===== src/rtl/uart_command_tx_pkg.sv =====
// Shared constants, state type and message ROM for the UART command sender.
// Imported by the byte serializer and the top-level sequencer.
package uart_cmd_pkg;

    localparam int CLK_FREQ = 50_000_000;
    localparam int BAUD     = 115_200;
    localparam int BIT_DIV  = CLK_FREQ / BAUD;
    localparam int MSG_LEN  = 4;
    localparam int IDX_W    = $clog2(MSG_LEN);
    localparam int CNT_W    = 9;

    typedef enum logic [1:0] {
        IDLE,
        START,
        DATA,
        STOP
    } state_t;

    // "AT\r\n"
    localparam logic [7:0] MSG [MSG_LEN] = '{
        8'h41, 8'h54, 8'h0D, 8'h0A
    };

    function automatic logic [7:0] msg_byte(
        input logic [IDX_W-1:0] idx
    );
        return MSG[idx];
    endfunction

endpackage


===== src/rtl/uart_command_tx_byte.sv =====
// 8N1 byte serializer with baud counter, LSB first.
// Ports: clk, rst, start, data[7:0] in; tx, busy, done out.
module uart_byte_tx
    import uart_cmd_pkg::*;
(
    input  logic       clk,
    input  logic       rst,
    input  logic       start,
    input  logic [7:0] data,
    output logic       tx,
    output logic       busy,
    output logic       done
);

    localparam logic [CNT_W-1:0] CNT_LAST = CNT_W'(BIT_DIV - 1);

    state_t           state_q, state_d;
    logic [CNT_W-1:0] cnt_q, cnt_d;
    logic [2:0]       bit_q, bit_d;
    logic [7:0]       sh_q, sh_d;
    logic             tx_q, tx_d;
    logic             bit_end;

    assign bit_end = (cnt_q == CNT_LAST);

    always_ff @(posedge clk) begin
        if (rst) begin
            state_q <= IDLE;
            cnt_q   <= '0;
            bit_q   <= '0;
            sh_q    <= '0;
            tx_q    <= 1'b1;
        end else begin
            state_q <= state_d;
            cnt_q   <= cnt_d;
            bit_q   <= bit_d;
            sh_q    <= sh_d;
            tx_q    <= tx_d;
        end
    end

    // tx_d is the level for the bit that begins at the next edge,
    // so the line changes exactly on the state transition.
    always_comb begin
        state_d = state_q;
        cnt_d   = bit_end ? '0 : cnt_q + 1'b1;
        bit_d   = bit_q;
        sh_d    = sh_q;
        tx_d    = tx_q;
        unique case (state_q)
            IDLE: begin
                cnt_d = '0;
                tx_d  = 1'b1;
                if (start) begin
                    state_d = START;
                    sh_d    = data;
                    tx_d    = 1'b0;
                end
            end
            START: begin
                if (bit_end) begin
                    state_d = DATA;
                    bit_d   = '0;
                    tx_d    = sh_q[0];
                end
            end
            DATA: begin
                if (bit_end) begin
                    if (bit_q == 3'd7) begin
                        state_d = STOP;
                        tx_d    = 1'b1;
                    end else begin
                        bit_d = bit_q + 1'b1;
                        sh_d  = {1'b0, sh_q[7:1]};
                        tx_d  = sh_q[1];
                    end
                end
            end
            STOP: begin
                // back-to-back bytes: a start here skips IDLE
                if (bit_end) begin
                    if (start) begin
                        state_d = START;
                        sh_d    = data;
                        bit_d   = '0;
                        tx_d    = 1'b0;
                    end else begin
                        state_d = IDLE;
                        tx_d    = 1'b1;
                    end
                end
            end
            default: begin
                state_d = IDLE;
                tx_d    = 1'b1;
            end
        endcase
    end

    assign tx   = tx_q;
    assign busy = (state_q != IDLE);
    assign done = (state_q == STOP) && bit_end;

endmodule


===== src/rtl/uart_command_tx.sv =====
// Board top: sends "AT\r\n" over 8N1 UART on each rising command_in edge.
// Ports: rst (sync, active-high), clk, tx (serial out), command_in (async trigger).
module uart_command_tx
    import uart_cmd_pkg::*;
(
    input  logic rst,
    input  logic clk,
    output logic tx,
    input  logic command_in
);

    localparam logic [IDX_W-1:0] IDX_LAST = IDX_W'(MSG_LEN - 1);

    logic             sync1, sync2, sync3;
    logic             start_pulse;
    logic             launch, more, start;
    logic             busy, done;
    logic [IDX_W-1:0] idx_q, idx_d;
    logic [7:0]       data;

    // if/else keeps an unknown trigger level from ever loading a 1
    always_ff @(posedge clk) begin
        if (rst) begin
            sync1 <= 1'b0;
            sync2 <= 1'b0;
            sync3 <= 1'b0;
            idx_q <= '0;
        end else begin
            if (command_in) begin
                sync1 <= 1'b1;
            end else begin
                sync1 <= 1'b0;
            end
            sync2 <= sync1;
            sync3 <= sync2;
            idx_q <= idx_d;
        end
    end

    assign start_pulse = sync2 & ~sync3;

    // busy is still high on the final stop-bit cycle, so an edge there
    // is dropped rather than queued
    assign launch = start_pulse & ~busy;
    assign more   = done && (idx_q != IDX_LAST);
    assign start  = launch | more;

    always_comb begin
        idx_d = idx_q;
        if (launch) begin
            idx_d = '0;
        end else if (more) begin
            idx_d = idx_q + 1'b1;
        end
    end

    assign data = msg_byte(launch ? '0 : idx_q + 1'b1);

    uart_byte_tx u_byte (
        .clk   (clk),
        .rst   (rst),
        .start (start),
        .data  (data),
        .tx    (tx),
        .busy  (busy),
        .done  (done)
    );

endmodule


===== config.mk =====
export PLATFORM = sky130hd
export DESIGN_NAME = uart_command_tx
export DESIGN_NICKNAME = d
export VERILOG_FILES = /design/src/rtl/uart_command_tx_pkg.sv /design/src/rtl/uart_command_tx_byte.sv /design/src/rtl/uart_command_tx.sv
export SDC_FILE = /design/constraint.sdc
export NUM_CORES = 1
export LEC_CHECK = 0
export ABC_AREA = 1
export BUFFER_PORTS_ARGS = -buffer_cell sky130_fd_sc_hd__buf_4
export CAP_MARGIN = 20
export CORE_UTILIZATION = 40
export DETAILED_ROUTE_END_ITERATION = 10
export SYNTH_ARGS = -nofsm -noshare
export SYNTH_HDL_FRONTEND = slang
export SYNTH_SLANG_ARGS = --single-unit

===== constraint.sdc =====
create_clock -name clk -period 3.2 [get_ports clk]
set_input_delay 0.64 -clock clk [delete_from_list [all_inputs] [get_ports clk]]
set_output_delay 0.64 -clock clk [all_outputs]
set_load 0.05 [all_outputs]

==> flow_metrics.env, run 1 <==
export IMPL_outcome="completed"
export IMPL_cp_required_ns=3.47
export IMPL_max_freq_ghz=0.492
export IMPL_antenna_found_initial=0
export IMPL_numCtsBuffers=3
export IMPL_ant_nets=0
export IMPL_layout_setup_ws_ns=1.17
export IMPL_clockBufferDepth=2
export IMPL_timing_hold_ws_ns=0.418
export IMPL_fin_skew_ns=0.00178
export IMPL_cp_common_cell="inv_1"
export IMPL_track_usage_pct=15.1
export IMPL_die_w_um=62.6
export IMPL_ir_drop_v=0.000228
export IMPL_n_antenna_cell=0
export IMPL_critPathArrivalTime_ns=2.31
export IMPL_reg2regPathDepth=10
export IMPL_layout_common_cells="nand2_1 (41), nor2_1 (29), dfxtp_1 (27), inv_1 (18), ha_1 (13)"
export IMPL_post_cts_buffers=0
export IMPL_gr_total_overflow=0
export IMPL_seq_area_um2=541
export IMPL_layout_drive_gt1_share_pct=14.9
export IMPL_worstSetupStartpointType="register"
export IMPL_fin_util_pct=45.9
export IMPL_viasPerCell=4.92
export IMPL_leakage_nw=0.690
export IMPL_tritoncts="built"
export IMPL_timing_setup_tns_ns=0
export IMPL_nFillCells=346
export IMPL_r2r_start="u_byte.state_q[0]$_SDFFE_PP0P_"
export IMPL_max_slew_margin_pct=68.9
export IMPL_cts_htree_levels=1
export IMPL_via_count=1220
export IMPL_place_gp_congestion=0.831
export IMPL_finalPower_uw=857
export IMPL_rrSetupSlack_ns=1.17
export IMPL_critPathMaxStageDelay_ns=0.45
export IMPL_timing_final_crit_share_pct=63.6
export IMPL_area_growth_pct=6.72
export IMPL_maxCapViolCount=0
export IMPL_grt_max_degree=15
export IMPL_syn_area_per_cell_um2=7.46
export IMPL_avgRoutedWirePerCell_um=11.1
export IMPL_num_io_pins=4
export IMPL_worst_pin_slew_ns=0.466
export IMPL_routed_wl_um=2760
export IMPL_start_util_pct=43.0
export IMPL_r2r_end="u_byte.sh_q[2]$_SDFFE_PP0P_"
export IMPL_slew_violations=0
export IMPL_setup_viol=0
export IMPL_first_pass_iters=4
export IMPL_fin_crit_ns=2.03
export IMPL_synth_nets=213
export IMPL_final_common_cell="nand2_1"
export IMPL_grt_setup_unrepaired="no"
export IMPL_crit_path_cell_trace="inv_1, ha_1, nand2_2, inv_1, or2_2, inv_1, ha_1, o21ai_0, o21ai_0, nor2_1"
export IMPL_crit_end="u_byte.sh_q[2]$_SDFFE_PP0P_"
export IMPL_ys_ff_latch=27
export IMPL_multi_input_area_um2=831
export IMPL_synthCells=197
export IMPL_core_area_mm2=0.00342
export IMPL_path_class="register to register"
export IMPL_clk_latency_ns=0.32
export IMPL_post_cts_resize_count=0
export IMPL_hold_viol_final=0
export IMPL_grt_pass1_vias=1187
export IMPL_drt_initial_drc_count=45
export IMPL_p_per_area_mw_per_mm2=546
export IMPL_dieArea_mm2=0.00392
export IMPL_ys_seq_area_share_pct=36.8
export IMPL_cp_startpoint="u_byte.state_q[0]$_SDFFE_PP0P_"
export IMPL_clock_root_buffer="clkbuf_4"
export IMPL_yosys_warnings=0
export IMPL_post_place_ws_ns=1.20
export IMPL_path_max_fanout=6
export IMPL_die_y_um=62.6
export IMPL_grt_pass1_wl_um=4820
export IMPL_cts_hold_buf=0
export IMPL_clock_sinks=27
export IMPL_synth_cell_type_count=28
export IMPL_drc=0
export IMPL_critPathCaptureType="register"
export IMPL_numPortBuffers=3
export IMPL_cpMaxStageDelayCell="dfxtp_1"
export IMPL_syn_cell_area_mm2=0.00147
export IMPL_dp_hpwl_um=2090
export IMPL_nets=219
export IMPL_clk_pin_slew_worst_paths_ns=0.14
export IMPL_fp_row_count=21
export IMPL_hp_class="register to register"
## report_power, final
part           leakage, nW  total, mW  switching [mW]  internal, mW
clock network       0.0150      0.147          0.0987        0.0488
registers            0.219      0.413          0.0327         0.381
logic                0.456      0.296           0.192         0.104
total                0.690      0.857           0.324         0.533
## registers in the layout (all words and copies together), names as in the netlist
| name | flops |
|---|---|
| u_byte.tx | 1 |
| u_byte.bit_q | 3 |
| u_byte.sh_q | 7 |
| sync3 | 1 |
| sync1 | 1 |
| u_byte.cnt_q | 9 |
| u_byte.state_q | 2 |
| idx_q | 2 |
| sync2 | 1 |
## layout make-up
cell class                      instances  share of cell area (%)
Timing Repair Buffer                    3                    1.44
Multi-Input combinational cell        145                    53.0
Sequential cell                        27                    34.4
Tap cell                               46                    3.67
Clock buffer                            4                    1.67
Inverter                               23                    5.82
## worst min path at each step
stage / start / to / cells after the start
floorplan: sync1$_SDFF_PP0_ / sync2$_SDFF_PP0_ / 2
global placement: sync1$_SDFF_PP0_ / sync2$_SDFF_PP0_ / 2
detailed placement: sync1$_SDFF_PP0_ / sync2$_SDFF_PP0_ / 2
CTS: sync1$_SDFF_PP0_ / sync2$_SDFF_PP0_ / 2
global route: sync1$_SDFF_PP0_ / sync2$_SDFF_PP0_ / 2
finish: sync1$_SDFF_PP0_ / sync2$_SDFF_PP0_ / 2
## cell usage after synthesis
library cell / count / share of area [%]
nor2_1: 29 / 7.4
a21oi_1: 10 / 3.4
clkbuf_1: 1 / 0.26
nor2_4: 2 / 1.5
dfxtp_1: 27 / 37
and3_1: 1 / 0.43
o21ai_1: 1 / 0.34
buf_1: 1 / 0.26
nand3_1: 12 / 4.1
xor2_1: 1 / 0.60
o211ai_1: 1 / 0.51
o21ai_0: 6 / 2.0
nand3_2: 3 / 2.0
nand2_2: 5 / 2.1
nor2_2: 2 / 0.85
or2_2: 1 / 0.43
inv_2: 4 / 1.0
xnor2_1: 1 / 0.60
nand2_4: 2 / 1.5
nor3b_1: 2 / 1.0
clkinv_4: 1 / 0.60
nand2_1: 41 / 10
a21oi_4: 1 / 1.1
a21oi_2: 3 / 1.8
nor3_1: 3 / 1.0
nand4_1: 5 / 2.1
ha_1: 13 / 11
inv_1: 18 / 4.6
## metal layers
layer	routed length (um)	part of all wire (%)	vias to the layer above	track usage [%]
li1	-	-	639	-
met1	1350	49	567	18.8
met2	1330	48	10	26.8
met3	45	1.6	4	1.64
met4	36	1.3	0	5.23
met5	0	0	-	0
## kinds of logic (layout without fill, tap and decap cells)
family                   Yosys count  in the layout  synth area share (%)
XOR/XNOR                           2              2                  1.19
AO/OA/AOI/OAI                     22             22                  9.19
AND/OR/NAND/NOR                  108            108                  35.1
buffers and inverters             25             30                  6.72
flip-flops                        27             27                  36.8
adder cells (fa/ha/maj)           13             13                  11.1
## per-stage QoR
stage          cells  area [um^2]
2_1_floorplan    197         1470
3_3_place_gp     244         1540
6_report         248         1570
4_1_cts          248         1570
3_5_place_dp     244         1540
5_1_grt          248         1570
## critical path, delay by kind of cell (launching register included)
| family | cells | cell delay [ns] |
|---|---|---|
| AOI/OAI and AO/OA | 2 | 0.24 |
| adders and majority gates | 2 | 0.48 |
| buffers and inverters | 3 | 0.30 |
| DFF | 1 | 0.45 |
| and+or+nand+nor | 3 | 0.52 |
Note: power is estimated with default switching activity, not from simulation.
==> run 2: changes to the inputs <==
--- a/config.mk
+++ b/config.mk
@@ -5,7 +5,7 @@
 export SDC_FILE = /design/constraint.sdc
 export NUM_CORES = 1
 export LEC_CHECK = 0
-export ABC_AREA = 1
+export ABC_AREA = 0
 export BUFFER_PORTS_ARGS = -buffer_cell sky130_fd_sc_hd__buf_4
 export CAP_MARGIN = 20
 export CORE_UTILIZATION = 40
==> constraint.sdc (replaced) <==
create_clock -name clk -period 2 [get_ports clk]
set_input_delay 0.4 -clock clk [delete_from_list [all_inputs] [get_ports clk]]
set_output_delay 0.4 -clock clk [all_outputs]
set_load 0.05 [all_outputs]
==> run 2 against run 1 <==
Combinational power up 92%; cell count down 15%; non-clock buffer count up 3; largest power group unchanged; sequential power up 54%; hold slack worse by 0.14 ns; sequential cell count unchanged; critical path type unchanged; first-iteration DRC count down 58%; clock-buffer cell count unchanged; critical path depth down 4; setup slack worse by 1.1 ns; core utilization up 0.33 points.
==> flow_metrics.env, run 2 <==
export IMPL_synth_commonest_cells="dfxtp_1 (27), nor2_1 (20), ha_1 (13)"
export IMPL_cpMaxStageDelayCell="or4_1"
export IMPL_fin_util_pct=46.3
export IMPL_synth_xor_area_share_pct=4.80
export IMPL_critPathCaptureType="register"
export IMPL_tritoncts="built"
export IMPL_path_class="register to register"
export IMPL_setup_viol=0
export IMPL_final_common_cell="dfxtp_1"
export IMPL_timing_hold_ws_ns=0.278
export IMPL_syn_area_per_cell_um2=9.13
export IMPL_nFillCells=361
export IMPL_synth_top_family_by_area="simple AND/OR/NAND/NOR gates"
export IMPL_wl_met2_um=1370
export IMPL_drt_initial_drc_count=19
export IMPL_max_freq_ghz=0.523
export IMPL_synth_most_common_cell="dfxtp_1"
export IMPL_grt_setup_unrepaired="no"
export IMPL_viasPerCell=5.55
export IMPL_synth_top_area_cell="dfxtp_1"
export IMPL_synthAdderAreaFrac_pct=11.1
export IMPL_hold_path_depth=2
export IMPL_area_growth_pct=8.23
export IMPL_dp_hpwl_um=2220
export IMPL_met3_length_um=54
export IMPL_synthMuxAreaShare_pct=3.43
export IMPL_synth_edff_count=0
export IMPL_first_pass_iters=4
export IMPL_layout_drive_gt1_share_pct=12.7
export IMPL_layout_common_cells="dfxtp_1 (25), nor2_1 (20), ha_1 (13), nand2_1 (12), a21oi_1 (10)"
export IMPL_via_count=1176
export IMPL_die_y_um=62.4
export IMPL_dieArea_mm2=0.00390
export IMPL_maxCapViolCount=0
export IMPL_largest_register="u_byte.cnt_q"
export IMPL_yosys_warnings=0
export IMPL_path_max_fanout=5
export IMPL_clock_sinks=27
export IMPL_cp_required_ns=2.28
export IMPL_slew_violations=0
export IMPL_top_layer_used="met4"
export IMPL_place_gp_congestion=0.827
export IMPL_track_usage_pct=16.0
export IMPL_synth_cell_type_count=42
export IMPL_nets=183
export IMPL_avgRoutedWirePerCell_um=14.0
export IMPL_crit_path_cell_trace="ha_1, ha_1, nor4_2, a21oi_1, or4_1, a21oi_1"
export IMPL_n_antenna_cell=0
export IMPL_numPortBuffers=3
export IMPL_routed_wl_um=2970
export IMPL_gr_total_overflow=0
export IMPL_syn_cell_area_mm2=0.00146
export IMPL_ant_nets=0
export IMPL_synthFlopType="dfxtp_1"
export IMPL_cts_htree_levels=1
export IMPL_timing_setup_tns_ns=0
export IMPL_outcome="completed"
export IMPL_worst_pin_slew_ns=0.364
export IMPL_synth_compound_gate_area_share_pct=17.3
export IMPL_max_slew_margin_pct=75.4
export IMPL_drc=0
export IMPL_ir_drop_v=0.000511
export IMPL_async_flop_share_pct=0
export IMPL_grt_pass1_vias=1102
export IMPL_yosysTopAreaCellShare_pct=37.0
export IMPL_critPathArrivalTime_ns=2.19
export IMPL_drt_met1_wl_um=1500
export IMPL_critPathMaxStageDelay_ns=0.43
export IMPL_worstSetupStartpointType="register"
export IMPL_core_area_mm2=0.00342
export IMPL_largest_reg_flops=9
export IMPL_reg_largest_list="u_byte.cnt_q: 9 flops, u_byte.sh_q: 7 flops, u_byte.bit_q: 3 flops"
export IMPL_clk_pin_slew_worst_paths_ns=0.15
export IMPL_ys_top_cells_by_area="dfxtp_1 (37%), ha_1 (11%), nor2_1 (5.1%)"
export IMPL_ys_seq_area_share_pct=37.0
export IMPL_hold_viol_final=0
export IMPL_leakage_nw=0.629
export IMPL_p_per_area_mw_per_mm2=917
export IMPL_numCtsBuffers=3
export IMPL_start_util_pct=42.7
export IMPL_reg2regPathDepth=6
export IMPL_synthCells=160
export IMPL_fin_skew_ns=0.0110
export IMPL_finalPower_mw=1.45
export IMPL_synth_nets=176
export IMPL_num_io_pins=4
export IMPL_timing_final_crit_share_pct=95.7
export IMPL_ys_ff_latch=27
export IMPL_fp_row_count=21
export IMPL_hp_class="input pin to register"
export IMPL_clk_latency_ns=0.33
export IMPL_fin_crit_ns=1.91
export IMPL_clockBufferDepth=2
export IMPL_synth_simple_gate_area_share_pct=23.5
export IMPL_grt_max_degree=22
export IMPL_antenna_found_initial=0
export IMPL_clock_root_buffer="clkbuf_4"
export IMPL_die_w_um=62.4
export IMPL_grt_pass1_wl_um=4970
[run 2: critical path: cells and delay by family, from the launching register on]
kind / cells / cell delay, ns
simple gates: 2 / 0.76
fa+ha+maj: 2 / 0.46
flops: 1 / 0.36
compound gates: 2 / 0.28
[run 2: per-layer routing]
layer,vias up,track usage (%)
met5,-,0
met1,578,20.3
li1,582,-
met3,4,1.64
met2,12,27.9
met4,0,6.10
[run 2: cells by family (layout without fill, tap and decap cells)]
| kind of cell | after synthesis | after routing |
|---|---|---|
| AO/OA/AOI/OAI | 36 | 36 |
| buffers and inverters | 11 | 17 |
| XOR/XNOR | 8 | 8 |
| adder cells (fa/ha/maj) | 13 | 13 |
| AND/OR/NAND/NOR | 60 | 60 |
| multiplexers | 5 | 5 |
| flip-flops | 27 | 27 |
[run 2: area by class of cell]
class	count	area (um^2)	share of cell area, %
sequential	27	543	34.4
clock buffer	4	26.3	1.66
inverter	7	26.3	1.66
tap	46	57.6	3.64
multi-input combinational	122	882	55.8
timing repair buffer	6	45.0	2.85
[run 2: what timing repair did]
| action | 4_1_cts | 5_1_grt |
|---|---|---|
| setup endpoints to repair | 0 | 7 |
| gates resized for setup | 0 | 4 |
| setup buffers | 0 | 1 |
| hold buffers | 0 | 0 |
[run 2: final timing paths]
kind | end | slack [ns] | start
setup / recovery | u_byte.sh_q[6]$_SDFFE_PP0P_ | 0.09 | u_byte.bit_q[0]$_SDFFE_PP0P_
hold / removal | sync1$_SDFF_PP0_ | 0.28 | command_in
setup reg to reg | u_byte.sh_q[6]$_SDFFE_PP0P_ | 0.09 | u_byte.bit_q[0]$_SDFFE_PP0P_
hold reg to reg | sync2$_SDFF_PP0_ | 0.46 | sync1$_SDFF_PP0_
[run 2: where the power goes]
group          internal (mW)  switching, mW  total [mW]
Sequential             0.597         0.0389       0.636
Clock                 0.0783          0.166       0.244
Combinational          0.226          0.343       0.569
Total                  0.902          0.547        1.45
[run 2: stage by stage]
stage / cell area, um^2 / setup WS (ns) / std cells
after floorplan: 1460 / 0.255 / 160
after global placement: 1540 / 0.162 / 207
after detailed placement: 1540 / 0.0852 / 207
after CTS: 1570 / 0.0623 / 211
after global routing: 1580 / 0.0239 / 212
final: 1580 / 0.0864 / 212
==> run 3: changes to the inputs <==
--- a/config.mk
+++ b/config.mk
@@ -5,11 +5,14 @@
 export SDC_FILE = /design/constraint.sdc
 export NUM_CORES = 1
 export LEC_CHECK = 0
-export ABC_AREA = 0
+export ABC_AREA = 1
 export BUFFER_PORTS_ARGS = -buffer_cell sky130_fd_sc_hd__buf_4
 export CAP_MARGIN = 20
-export CORE_UTILIZATION = 40
+export CELL_PAD_IN_SITES_DETAIL_PLACEMENT = 1
+export CELL_PAD_IN_SITES_GLOBAL_PLACEMENT = 2
+export CORE_UTILIZATION = 36
 export DETAILED_ROUTE_END_ITERATION = 10
+export PLACE_DENSITY_LB_ADDON = 0.1
 export SYNTH_ARGS = -nofsm -noshare
 export SYNTH_HDL_FRONTEND = slang
 export SYNTH_SLANG_ARGS = --single-unit
==> run 3 against run 2 <==
Register-to-register slack better by 0.09 ns; combinational power down 11%; via count up 5.2%; total power up 2.6%; clock-buffer cell count unchanged; die area up 11%; non-clock buffer count unchanged; final area up 2.4%; setup slack better by 0.094 ns.
==> flow_metrics.env, run 3 (synthesis results as in run 1) <==
export IMPL_r2r_start="u_byte.state_q[0]$_SDFFE_PP0P_"
export IMPL_reg2regPathDepth=10
export IMPL_r2r_end="u_byte.sh_q[2]$_SDFFE_PP0P_"
export IMPL_maxCapViolCount=0
export IMPL_dp_hpwl_um=2590
export IMPL_fin_skew_ns=0.00844
export IMPL_clock_root_buffer="clkbuf_8"
export IMPL_routed_wl_um=3260
export IMPL_grt_setup_unrepaired="no"
export IMPL_ant_nets=0
export IMPL_tritoncts="built"
export IMPL_core_area_mm2=0.00380
export IMPL_viasPerCell=4.89
export IMPL_fin_cells=253
export IMPL_max_slew_margin_pct=77.3
export IMPL_timing_final_crit_share_pct=91.0
export IMPL_gr_total_overflow=0
export IMPL_nets=222
export IMPL_slew_violations=0
export IMPL_n_antenna_cell=0
export IMPL_grt_pass1_vias=1342
export IMPL_layout_setup_ws_ns=0.180
export IMPL_place_gp_congestion=0.730
export IMPL_drt_initial_drc_count=42
export IMPL_worst_pin_slew_ns=0.339
export IMPL_layout_drive_gt1_share_pct=17.1
export IMPL_track_usage_pct=17.8
export IMPL_clk_latency_ns=0.27
export IMPL_numPortBuffers=3
export IMPL_outcome="completed"
export IMPL_clk_pin_slew_worst_paths_ns=0.10
export IMPL_final_common_cell="nand2_1"
export IMPL_grt_max_degree=15
export IMPL_drc=0
export IMPL_largest_register="u_byte.cnt_q"
export IMPL_layout_common_cells="nand2_1 (41), nor2_1 (29), dfxtp_1 (25), inv_1 (18), ha_1 (13)"
export IMPL_hp_class="input pin to register"
export IMPL_via_count=1237
export IMPL_hold_path_depth=3
export IMPL_first_pass_iters=2
export IMPL_hold_viol_final=0
export IMPL_antenna_found_initial=0
export IMPL_setup_viol=0
export IMPL_rrSetupSlack_ns=0.18
export IMPL_cts_htree_levels=1
export IMPL_critPathArrivalTime_ns=2.04
export IMPL_worstSetupStartpointType="register"
export IMPL_critPathCaptureType="register"
export IMPL_max_freq_ghz=0.550
export IMPL_reg_largest_list="u_byte.cnt_q: 9 flops, u_byte.sh_q: 7 flops, u_byte.bit_q: 3 flops"
export IMPL_clock_sinks=27
export IMPL_p_per_area_mw_per_mm2=919
export IMPL_leakage_nw=0.713
export IMPL_post_place_ws_ns=0.0553
export IMPL_numCtsBuffers=3
export IMPL_path_max_fanout=6
export IMPL_worstHoldEndpoint="sync1$_SDFF_PP0_"
export IMPL_dp_cells=249
export IMPL_ir_drop_v=0.000406
export IMPL_fp_row_count=22
export IMPL_min_delay_start="command_in"
export IMPL_dieArea_mm2=0.00434
export IMPL_largest_reg_flops=9
export IMPL_fin_crit_ns=1.82
export IMPL_die_y_um=65.9
export IMPL_start_util_pct=38.7
export IMPL_timing_setup_tns_ns=0
export IMPL_avgRoutedWirePerCell_um=12.9
export IMPL_clockBufferDepth=2
export IMPL_die_w_um=65.9
export IMPL_num_io_pins=4
export IMPL_path_class="register to register"
export IMPL_grt_pass1_wl_um=5920
export IMPL_area_growth_pct=10.0
export IMPL_cp_required_ns=2.22
run 3: layer usage:
metal	routed length (um)	vias to the layer above	GRT usage [%]
met4	19	0	4.89
met2	1510	2	30.6
met3	30	2	2.07
li1	-	647	-
met1	1700	586	23.1
met5	0	-	0
run 3: timing repair:
action / CTS / global route
setup buffers: 0 / 0
hold buffers: 0 / 0
setup endpoints to repair: 0 / 1
gates resized for setup: 0 / 4
run 3: worst max-delay path by stage:
stage,cells past startpoint,start,endpoint
2_1_floorplan,10,u_byte.state_q[0]$_SDFFE_PP0P_,u_byte.sh_q[2]$_SDFFE_PP0P_
3_3_place_gp,10,u_byte.state_q[0]$_SDFFE_PP0P_,u_byte.sh_q[2]$_SDFFE_PP0P_
3_5_place_dp,10,u_byte.state_q[0]$_SDFFE_PP0P_,u_byte.sh_q[2]$_SDFFE_PP0P_
4_1_cts,10,u_byte.state_q[0]$_SDFFE_PP0P_,u_byte.sh_q[2]$_SDFFE_PP0P_
5_1_grt,10,u_byte.state_q[0]$_SDFFE_PP0P_,u_byte.sh_q[2]$_SDFFE_PP0P_
6_report,10,u_byte.state_q[0]$_SDFFE_PP0P_,u_byte.sh_q[2]$_SDFFE_PP0P_
run 3: report_power, final:
part	internal, mW	switching [mW]	leakage [nW]
clock	0.143	0.167	0.0228
sequential	0.612	0.0568	0.220
combinational	0.182	0.326	0.470
total	0.936	0.550	0.713
run 3: final cells by class:
type | count | area, um^2
fill | 496 | 2180
inverter | 23 | 91.3
sequential | 27 | 546
tap | 48 | 60.1
clock buffer | 4 | 45.0
multi-input combinational | 145 | 831
timing repair buffer | 6 | 45.0
run 3: worst max-delay path: stages, from the launching register on:
cell,delay (ns)
dfxtp_4,0.38
inv_1,0.08
ha_1,0.23
nand2_2,0.09
inv_1,0.07
or2_2,0.29
inv_1,0.09
ha_1,0.23
o21ai_1,0.13
o21ai_0,0.09
nor2_1,0.09
run 3: metrics by stage:
step	cell area, um^2	utilization [%]	power [mW]	hold slack [ns]
final	1620	42.6	1.49	0.326
after global routing	1620	42.6	1.61	0.334
after CTS	1610	42.5	1.51	0.324
after detailed placement	1570	41.3	1.19	0.399
after global placement	1570	41.3	1.16	0.397
after floorplan	1470	-	1.05	0.388
